===== src/rtl/rf16b_wb_sched.sv =====
// rtl/rf16b_wb_sched.sv - write-back scheduler sharing one register-file write port between ALU and load returns
module rf16b_wb_sched #(
    parameter int WIDTH      = 16,
    parameter int NREGISTERS = 4,
    parameter int LBUF_DEPTH = 2
) (
    input  logic                          clk,
    input  logic                          rst,
    input  logic                          alu_valid,
    input  logic [$clog2(NREGISTERS)-1:0] alu_rd,
    input  logic [WIDTH-1:0]              alu_data,
    output logic                          alu_ready,
    input  logic                          ld_issue,
    input  logic [$clog2(NREGISTERS)-1:0] ld_issue_rd,
    input  logic                          ld_valid,
    input  logic [$clog2(NREGISTERS)-1:0] ld_rd,
    input  logic [WIDTH-1:0]              ld_data,
    output logic                          ld_ready,
    input  logic [$clog2(NREGISTERS)-1:0] ra,
    input  logic [$clog2(NREGISTERS)-1:0] rb,
    output logic                          hazard,
    output logic [NREGISTERS-1:0]         pend,
    output logic [$clog2(NREGISTERS)-1:0] rf_rd,
    output logic [WIDTH-1:0]              rf_data,
    output logic                          rf_en
);

    localparam int RW = $clog2(NREGISTERS);
    localparam int PW = $clog2(LBUF_DEPTH);
    localparam int CW = $clog2(LBUF_DEPTH + 1);

    // Load-return FIFO: each entry carries {destination, data}
    logic [RW+WIDTH-1:0] mem [LBUF_DEPTH];
    logic [PW-1:0]       wr_ptr;
    logic [PW-1:0]       rd_ptr;
    logic [CW-1:0]       count;
    logic [RW+WIDTH-1:0] head;
    logic                full;
    logic                empty;
    logic                push;
    logic                pop;

    logic                alu_win;
    logic                fifo_win;
    logic                rf_src_ld;
    logic [NREGISTERS-1:0] set_mask;
    logic [NREGISTERS-1:0] clr_mask;

    assign full     = (count == CW'(LBUF_DEPTH));
    assign empty    = (count == '0);
    assign head     = mem[rd_ptr];
    // A full FIFO refuses a push even if it pops this cycle, keeping the guard simple
    assign ld_ready = !full;
    assign push     = ld_valid && ld_ready;
    assign pop      = fifo_win;

    assign hazard   = pend[ra] | pend[rb];

    // Arbitration: ALU has priority unless the FIFO is full, then the head must drain
    always_comb begin
        alu_ready = 1'b1;
        alu_win   = 1'b0;
        fifo_win  = 1'b0;
        if (full && !empty) begin
            alu_ready = 1'b0;
            fifo_win  = 1'b1;
        end else if (alu_valid) begin
            alu_win = 1'b1;
        end else if (!empty) begin
            fifo_win = 1'b1;
        end
    end

    // FIFO storage needs no reset; occupancy is tracked by count and pointers
    always_ff @(posedge clk) begin
        if (push) begin
            mem[wr_ptr] <= {ld_rd, ld_data};
        end
    end

    // FIFO pointers and occupancy
    always_ff @(posedge clk or posedge rst) begin
        if (rst) begin
            wr_ptr <= '0;
            rd_ptr <= '0;
            count  <= '0;
        end else begin
            if (push) begin
                wr_ptr <= wr_ptr + PW'(1);
            end
            if (pop) begin
                rd_ptr <= rd_ptr + PW'(1);
            end
            case ({push, pop})
                2'b10:   count <= count + CW'(1);
                2'b01:   count <= count - CW'(1);
                default: count <= count;
            endcase
        end
    end

    // Registered write port; index and data hold when nobody wins
    always_ff @(posedge clk or posedge rst) begin
        if (rst) begin
            rf_en     <= 1'b0;
            rf_rd     <= '0;
            rf_data   <= '0;
            rf_src_ld <= 1'b0;
        end else begin
            rf_en     <= alu_win | fifo_win;
            rf_src_ld <= fifo_win;
            if (alu_win) begin
                rf_rd   <= alu_rd;
                rf_data <= alu_data;
            end else if (fifo_win) begin
                rf_rd   <= head[RW+WIDTH-1:WIDTH];
                rf_data <= head[WIDTH-1:0];
            end
        end
    end

    // Pending bits clear when a load write commits, and a new issue to the same register wins
    assign clr_mask = (rf_en && rf_src_ld) ? (NREGISTERS'(1) << rf_rd) : '0;
    assign set_mask = ld_issue ? (NREGISTERS'(1) << ld_issue_rd) : '0;

    // Scoreboard update
    always_ff @(posedge clk or posedge rst) begin
        if (rst) begin
            pend <= '0;
        end else begin
            pend <= (pend & ~clr_mask) | set_mask;
        end
    end

endmodule


===== config.mk =====
export PLATFORM = sky130hd
export DESIGN_NAME = rf16b_wb_sched
export DESIGN_NICKNAME = d
export VERILOG_FILES = /design/src/rtl/rf16b_wb_sched.sv
export SDC_FILE = /design/constraint.sdc
export NUM_CORES = 1
export LEC_CHECK = 0
export CORE_UTILIZATION = 40
export DETAILED_ROUTE_END_ITERATION = 10
export PLACE_DENSITY = 0.71
export SYNTH_ARGS = -nofsm -noshare
export SYNTH_HDL_FRONTEND = slang
export SYNTH_SLANG_ARGS = --single-unit

===== constraint.sdc =====
create_clock -name clk -period 3.2 [get_ports clk]
set_input_delay 0.96 -clock clk [delete_from_list [all_inputs] [get_ports clk]]
set_output_delay 0.96 -clock clk [all_outputs]
set_load 0.02 [all_outputs]

Word level (Yosys, flattened, before mapping)
Memories as Yosys holds them, arrays and structs flattened.
Index checks and enable logic that the tools add are counted.
W data, S select, Z words.
{"block": "totals", "register_bits": 28, "wordCells": 52, "mem_bits_rw": 36, "out_inout_bits": 26, "n_memories": 1}
{"block": "op_classes", "eq_ne": 3, "reduce_logical": 8, "shifts": 2, "n_bitwise": 5, "n_mux": 19, "magnitude_cmp": 2, "addsub": 4}
{"name": "mem", "depth": 2, "width": 18, "rd": 1, "rd_ports_with_merged_regs": 0, "wr": 1, "line": "33", "rtl": "logic [RW+WIDTH-1:0] mem [LBUF_DEPTH];"}
{"cell": "$mux W16", "count": 2}
{"cell": "$mux W1", "count": 10}
{"cell": "$mux W4", "count": 2}
{"cell": "$shl A1 B2 Y4 const A", "count": 2}
{"cell": "$lt A2 B3 Y1 const B", "count": 2}
{"cell": "$and A4 B4 Y4", "count": 1}
{"cell": "$bmux W1 S2", "count": 2}
{"cell": "$eq A2 B2 Y1 const B", "count": 2}
{"cell": "$mux W2", "count": 2}
{"cell": "$not A4 Y4", "count": 1}
{"cell": "$or A4 B4 Y4", "count": 1}
{"cell": "$pmux W2 S2", "count": 1}
{"cell": "$reduce_bool A2 Y1", "count": 2}
{"cell": "$logic_and A1 B1 Y1", "count": 3}
{"cell": "$add A1 B1 Y1 const B", "count": 2}
{"cell": "$add A2 B1 Y2 const B", "count": 1}
{"cell": "$eq A2 B1 Y1 const B", "count": 1}
{"cell": "$logic_not A1 Y1", "count": 2}
{"cell": "$logic_not A2 Y1", "count": 1}
{"cell": "$or A1 B1 Y1", "count": 2}
{"cell": "$sub A2 B1 Y2 const B", "count": 1}

Logic depth before layout (Yosys ltp)
Gate-level depths: netlist of run 1.
{"block": "logic_depth", "depth_word": 6, "mapped_depth": 8, "mapped_depth_nobuf": 6}

Worst setup path before layout of run 1
Ideal clock, no wire load.
{"block": "synth_timing", "kind": "input port to output port", "startpoint": "input rb[0]", "endpoint": "output hazard", "path_buffers": 0, "required_time_ps": 2240, "arrival_ps": 1453, "stages": 3, "path_slack_ps": 787, "cell_sequence": "nor2b_1 > o21ai_0 > nand4_1"}
{"block": "synth_between", "elab_chain_cells": 3}
{"element": "start, declared", "line": "20", "rtl": "input logic [$clog2(NREGISTERS)-1:0] rb,"}
{"element": "$bmux W1 S2", "line": "57", "rtl": "assign hazard = pend[ra] | pend[rb];"}
{"element": "$mux W1 (implied by the code)", "line": "57"}
{"element": "$or A1 B1 Y1", "line": "57"}
{"element": "end, declared", "line": "21", "rtl": "output logic hazard,"}
Every way passes these cells. The select of a mux whose other input is x is not followed.

Worst setup path after layout of run 1
{"block": "layout_timing", "startpoint": "input rb[1]", "endpoint": "output hazard"}
The elaborated chain is that of the path after synthesis.

==> results_dict.tcl, run 1 <==
set metrics [dict create \
    critPathKind "in -> out" \
    setup_viol 0 \
    ys_warn_count 0 \
    cp_slowest_stage_delay_ns 0.46 \
    power.density_nw_per_um2 929.0 \
    worst_clock_skew_ns 0.007920 \
    syn_nets 261 \
    grt_pass1_wl_um 9528 \
    use_met3 0.03561 \
    final_nets 335 \
    rows 30 \
    initial_utilization 0.4133 \
    io_pins 73 \
    async_flop_share 0.4375 \
    cts_made_buffers 9 \
    p_leak_nw 1.529 \
    path_clk_slew_ns 0.06 \
    synth-main-ff-cell "edfxtp_1" \
    syn_inst 213 \
    grt_max_degree 39 \
    start_kind "primary input" \
    gp_congestion 0.7351 \
    worstHoldStart "rf_data[1]" \
    drc 0 \
    status "complete, no violations" \
    die_w_um 85.78 \
    track_usage 0.1727 \
    drt_pre_antenna_iters 4 \
    root_buffer "clkbuf_8" \
    syn_to_final_growth_pct 34.80 \
    syn_avg_cell_area_um2 13.18 \
    drtAntennaViolNets 0 \
    r2r_start "count[0]" \
    cp.arrival_ns 2.00 \
    synth_area_um2 2808 \
    worstMarginPinSlew_ns 1.130 \
    fin_crit_sh 0.9235 \
    use_met1 0.2123 \
    fin_tns_setup_ns 0 \
    dpl.hpwl_um 3761 \
    overflow 0 \
    synth_cell_types 27 \
    cts_num_sinks 64 \
    peakVddDrop_v 0.0003576 \
    vias 1929 \
    htree_num_levels 3 \
    yosysSeqAreaShare 0.6346 \
    viasPerCell 4.972 \
    fp.dieH_um 85.78 \
    min_path_cells 1 \
    detail_route.iter0.violations 106 \
    clockBufferDepth 2 \
    hold_class "reg -> reg" \
    rsz0062_at_grt "no" \
    worstSkewPairLatency_ns 0.33 \
    numPlacedInstances 372 \
    r2r_cells 7 \
    cp_top_family "buffers and inverters" \
    antenna_found_initial 0 \
    final_cell_mix "clkdlybuf4s50_1 (71), edfxtp_1 (36), dfrtp_1 (28), inv_1 (22), a22o_1 (19)" \
    rr_endpoint "count[1]" \
    hold_buffers 0 \
    crit_start "rb[1]" \
    drt-total-wl_um 5697 \
    slew_viol_final 0 \
    cts_tree "built" \
    final_common_cell "clkdlybuf4s50_1" \
    max_freq_ghz 0.3384 \
    final_util 0.5571 \
    wl_per_cell_um 14.68 \
    cp_cell_sequence "clkdlybuf4s50_1 > nor2b_1 > o21ai_0 > nand4_1 > clkbuf_2" \
    drive_gt1_frac 0.08219 \
    synth_edf_count 36 \
    cp_num_buf_inv 2 \
    critical_path.max_fanout 4 \
    gr-usage-met2 0.2895 \
    core_region_area_um2 6794 \
    final_cell_count_no_fill 388 \
    diodes 0 \
    slowest_stage "clkdlybuf4s50_1" \
    critPathRequiredTime_ns 2.24 \
    port_buffers 72 \
    hold_violations 0 \
    cp-end-kind "primary output" \
    grt_pass1_vias 1962 \
    endpoint "hazard" \
    dieArea_um2 7358 \
    power_w 0.003516 \
    drv_cap 0 \
    cp.depth 5 \
    max_slew_margin 0.2467 \
    ys_ff_latch 64 \
    final.min_clock_period_ns 2.955 \
    grt_busiest_layer "met2" \
    r2r_slack_ns 1.22 \
    post_cts_buffers 0 \
]
[how the worst min path moves through the flow]
| stage | slack [ns] | to |
|---|---|---|
| global placement | 0.49 | rf_data[15] |
| CTS | 0.51 | rf_data[3] |
| finish | 0.50 | rf_data[1] |
| global route | 0.53 | rf_data[15] |
| floorplan | 0.46 | wr_ptr |
| detailed placement | 0.50 | rf_data[3] |
[routing by layer]
metal | vias up | part of all wire
li1 | 946 | -
met1 | 929 | 0.44
met2 | 45 | 0.51
met3 | 9 | 0.039
met4 | 0 | 0.015
met5 | - | 0
[layout make-up]
cell class | count | area (µm²)
fillers | 572 | 3009
flip-flops and latches | 64 | 1782
multi-input cells | 110 | 820.8
repair buffers | 80 | 775.7
clock buffers | 12 | 135.1
well taps | 96 | 120.1
inverters | 22 | 82.58
clock inverters | 4 | 68.82
[cell usage after synthesis (2+ instances only)]
cell type / n / area [µm²]
nor2_1: 3 / 11.26
dfrtp_1: 28 / 700.7
buf_2: 7 / 35.03
nand2_1: 5 / 18.77
xor2_1: 2 / 17.52
inv_1: 22 / 82.58
buf_6: 6 / 67.56
clkbuf_1: 2 / 7.510
a221o_1: 18 / 180.2
a31oi_1: 18 / 112.6
edfxtp_1: 36 / 1081
and2b_1: 10 / 75.07
xnor2_1: 3 / 26.28
nor2b_1: 12 / 75.07
buf_4: 2 / 15.01
o21ai_0: 9 / 45.04
nand3_1: 2 / 10.01
a22o_1: 19 / 166.4
[where the power goes]
| part | leakage [nW] | internal (W) | switching (W) | total (W) |
|---|---|---|---|---|
| sequential | 0.657 | 0.00118 | 0.000235 | 0.00142 |
| clock | 0.102 | 0.000436 | 0.000285 | 0.000721 |
| combinational | 0.770 | 0.000710 | 0.000668 | 0.00138 |
| total | 1.53 | 0.00233 | 0.00119 | 0.00352 |
[flip-flops by register name, indices dropped and copies added, names as in the netlist]
signal and cells:
rf_en 1, rf_src_ld 1, count 2, rf_rd 2
rf_data 16, pend 4, rd_ptr 1, wr_ptr 1
mem 36
[metrics by stage]
step	hold slack (ns)	area (µm²)	worst slack, ns
finish	0.5042	3785	0.2447
detailed placement	0.4954	3586	-0.1615
global placement	0.4879	3586	-0.1286
global route	0.5335	3785	0.1199
CTS	0.5108	3789	0.08258
floorplan	0.4608	2808	0.7866
[cells by family (layout without fill, tap and decap cells)]
kind of cell | after synthesis | in the layout | share of synthesized area
fa+ha+maj | 1 | 1 | 0.004456
flops | 64 | 64 | 0.6346
compound gates | 67 | 67 | 0.1863
buf+inv | 39 | 118 | 0.07397
simple gates | 37 | 37 | 0.08512
xor+xnor | 5 | 5 | 0.01560
[timing repair]
| action | in CTS | in global routing |
|---|---|---|
| gates resized for setup | 1 | 2 |
| pin swaps | 0 | 0 |
| setup endpoints to repair | 1 | 1 |
No activity file was read; power rests on OpenSTA's default activity.
==> run 2, diff against run 1 <==
==> constraint.sdc (replaced) <==
create_clock -name clk -period 3.2 [get_ports clk]
set_input_delay 0.64 -clock clk [delete_from_list [all_inputs] [get_ports clk]]
set_output_delay 0.64 -clock clk [all_outputs]
set_load 0.02 [all_outputs]
==> results_dict.tcl, run 2 (synthesis gave the netlist of run 1 again) <==
set metrics [dict create \
    regMostFlops "mem" \
    reg.largest.list "mem x36, rf_data x16, pend x4" \
    drt_pre_antenna_iters 4 \
    largest_reg_flops 36 \
    viasPerCell 5.041 \
    cpMostUsedCell "clkdlybuf4s50_1" \
    finalInstanceArea_um2 3749 \
    wl_per_cell_um 15.05 \
    gp_congestion 0.7099 \
    placed_area_um2 3571 \
    max_slew_margin 0.2619 \
    io_pins 73 \
    final_common_cell "clkdlybuf4s50_1" \
    worstMarginPinSlew_ns 1.107 \
    max_freq_ghz 0.3606 \
    vias 1946 \
    port_buffers 72 \
    initial_utilization 0.4133 \
    r2r_slack_ns 1.27 \
    p_leak_nw 1.507 \
    grt_pass1_wl_um 9508 \
    rsz0062_at_grt "no" \
    critPathRequiredTime_ns 2.56 \
    root_buffer "clkbuf_8" \
    slowest_stage "clkdlybuf4s50_1" \
    drtAntennaViolNets 0 \
    dpl.hpwl_um 3807 \
    cts_tree "built" \
    cp_top_family "buffers and inverters" \
    slew_viol_final 0 \
    power.density_nw_per_um2 913.9 \
    path_clk_slew_ns 0.07 \
    drv_cap 0 \
    drive_gt1_frac 0.06897 \
    grt_max_degree 41 \
    cts_num_sinks 64 \
    start_kind "primary input" \
    overflow 0 \
    setup_viol 0 \
    track_usage 0.1739 \
    diodes 0 \
    cp_cell_sequence "clkdlybuf4s50_1 > nor2b_1 > o21ai_0 > nand4_1 > clkdlybuf4s50_1" \
    antenna_found_initial 0 \
    hold_class "reg -> reg" \
    detail_route.iter0.violations 118 \
    drt-total-wl_um 5811 \
    fp.dieH_um 85.78 \
    cts_made_buffers 9 \
    grt_pass1_vias 2025 \
    worstSkewPairLatency_ns 0.33 \
    critical_path.max_fanout 4 \
    cp_num_buf_inv 2 \
    rows 30 \
    post_cts_resized 0 \
    fin_tns_setup_ns 0 \
    final_cell_mix "clkdlybuf4s50_1 (72), edfxtp_1 (36), dfrtp_1 (28), inv_1 (22), a22o_1 (19)" \
    dieArea_um2 7358 \
    final_nets 333 \
    die_w_um 85.78 \
    hold_violations 0 \
    critPathKind "in -> out" \
    final_util 0.5518 \
    clockBufferDepth 2 \
    hold_buffers 0 \
    cp_slowest_stage_delay_ns 0.60 \
    peakVddDrop_v 0.0003244 \
    worst_clock_skew_ns 0.007807 \
    status "complete, no violations" \
    cp-end-kind "primary output" \
    post_cts_buffers 0 \
    fin_crit_sh 0.8665 \
    cp.arrival_ns 2.13 \
    htree_num_levels 3 \
    drc 0 \
    final.min_clock_period_ns 2.773 \
    core_region_area_um2 6794 \
    syn_to_final_growth_pct 33.51 \
]
run 2: report_power, final:
part / switching [W] / internal (W)
logic: 0.000672 / 0.000702
registers: 0.000234 / 0.00118
clock network: 0.000290 / 0.000348
run 2: layer usage:
metal  GRT usage  vias to the layer above  part of all wire
met4      0.1030                        0             0.027
met2      0.2945                       46              0.51
li1            -                      938                 -
met5           0                        -                 0
met3     0.03465                       12             0.034
met1      0.2060                      950              0.43
run 2: cell type report:
type / count / area (µm²)
flip-flops and latches: 64 / 1782
fillers: 594 / 3045
inverters: 22 / 82.58
well taps: 96 / 120.1
clock buffers: 10 / 127.6
multi-input cells: 110 / 820.8
repair buffers: 78 / 765.7
clock inverters: 6 / 50.05
run 2: final timing paths:
check                           startpoint         end  depth (start not counted)
max in group asynchronous              rst  rf_data[1]                          3
worst max-delay path                 ra[0]      hazard                          5
worst min register to register  rf_data[3]  rf_data[3]                          1
worst max register to register    count[0]    count[1]                          6
min in group asynchronous              rst  rf_data[2]                          3
worst min-delay path            rf_data[3]  rf_data[3]                          1
run 2: per-stage QoR:
| stage | std cells | hold slack [ns] | worst slack (ns) | total power (W) |
|---|---|---|---|---|
| floorplan | 213 | 0.4608 | 1.070 | 0.002322 |
| global placement | 370 | 0.4896 | 0.5113 | 0.002777 |
| detailed placement | 370 | 0.4946 | 0.4255 | 0.002817 |
| CTS | 386 | 0.5129 | 0.4237 | 0.003466 |
| global route | 386 | 0.5253 | 0.3598 | 0.003634 |
| finish | 386 | 0.5098 | 0.4272 | 0.003426 |
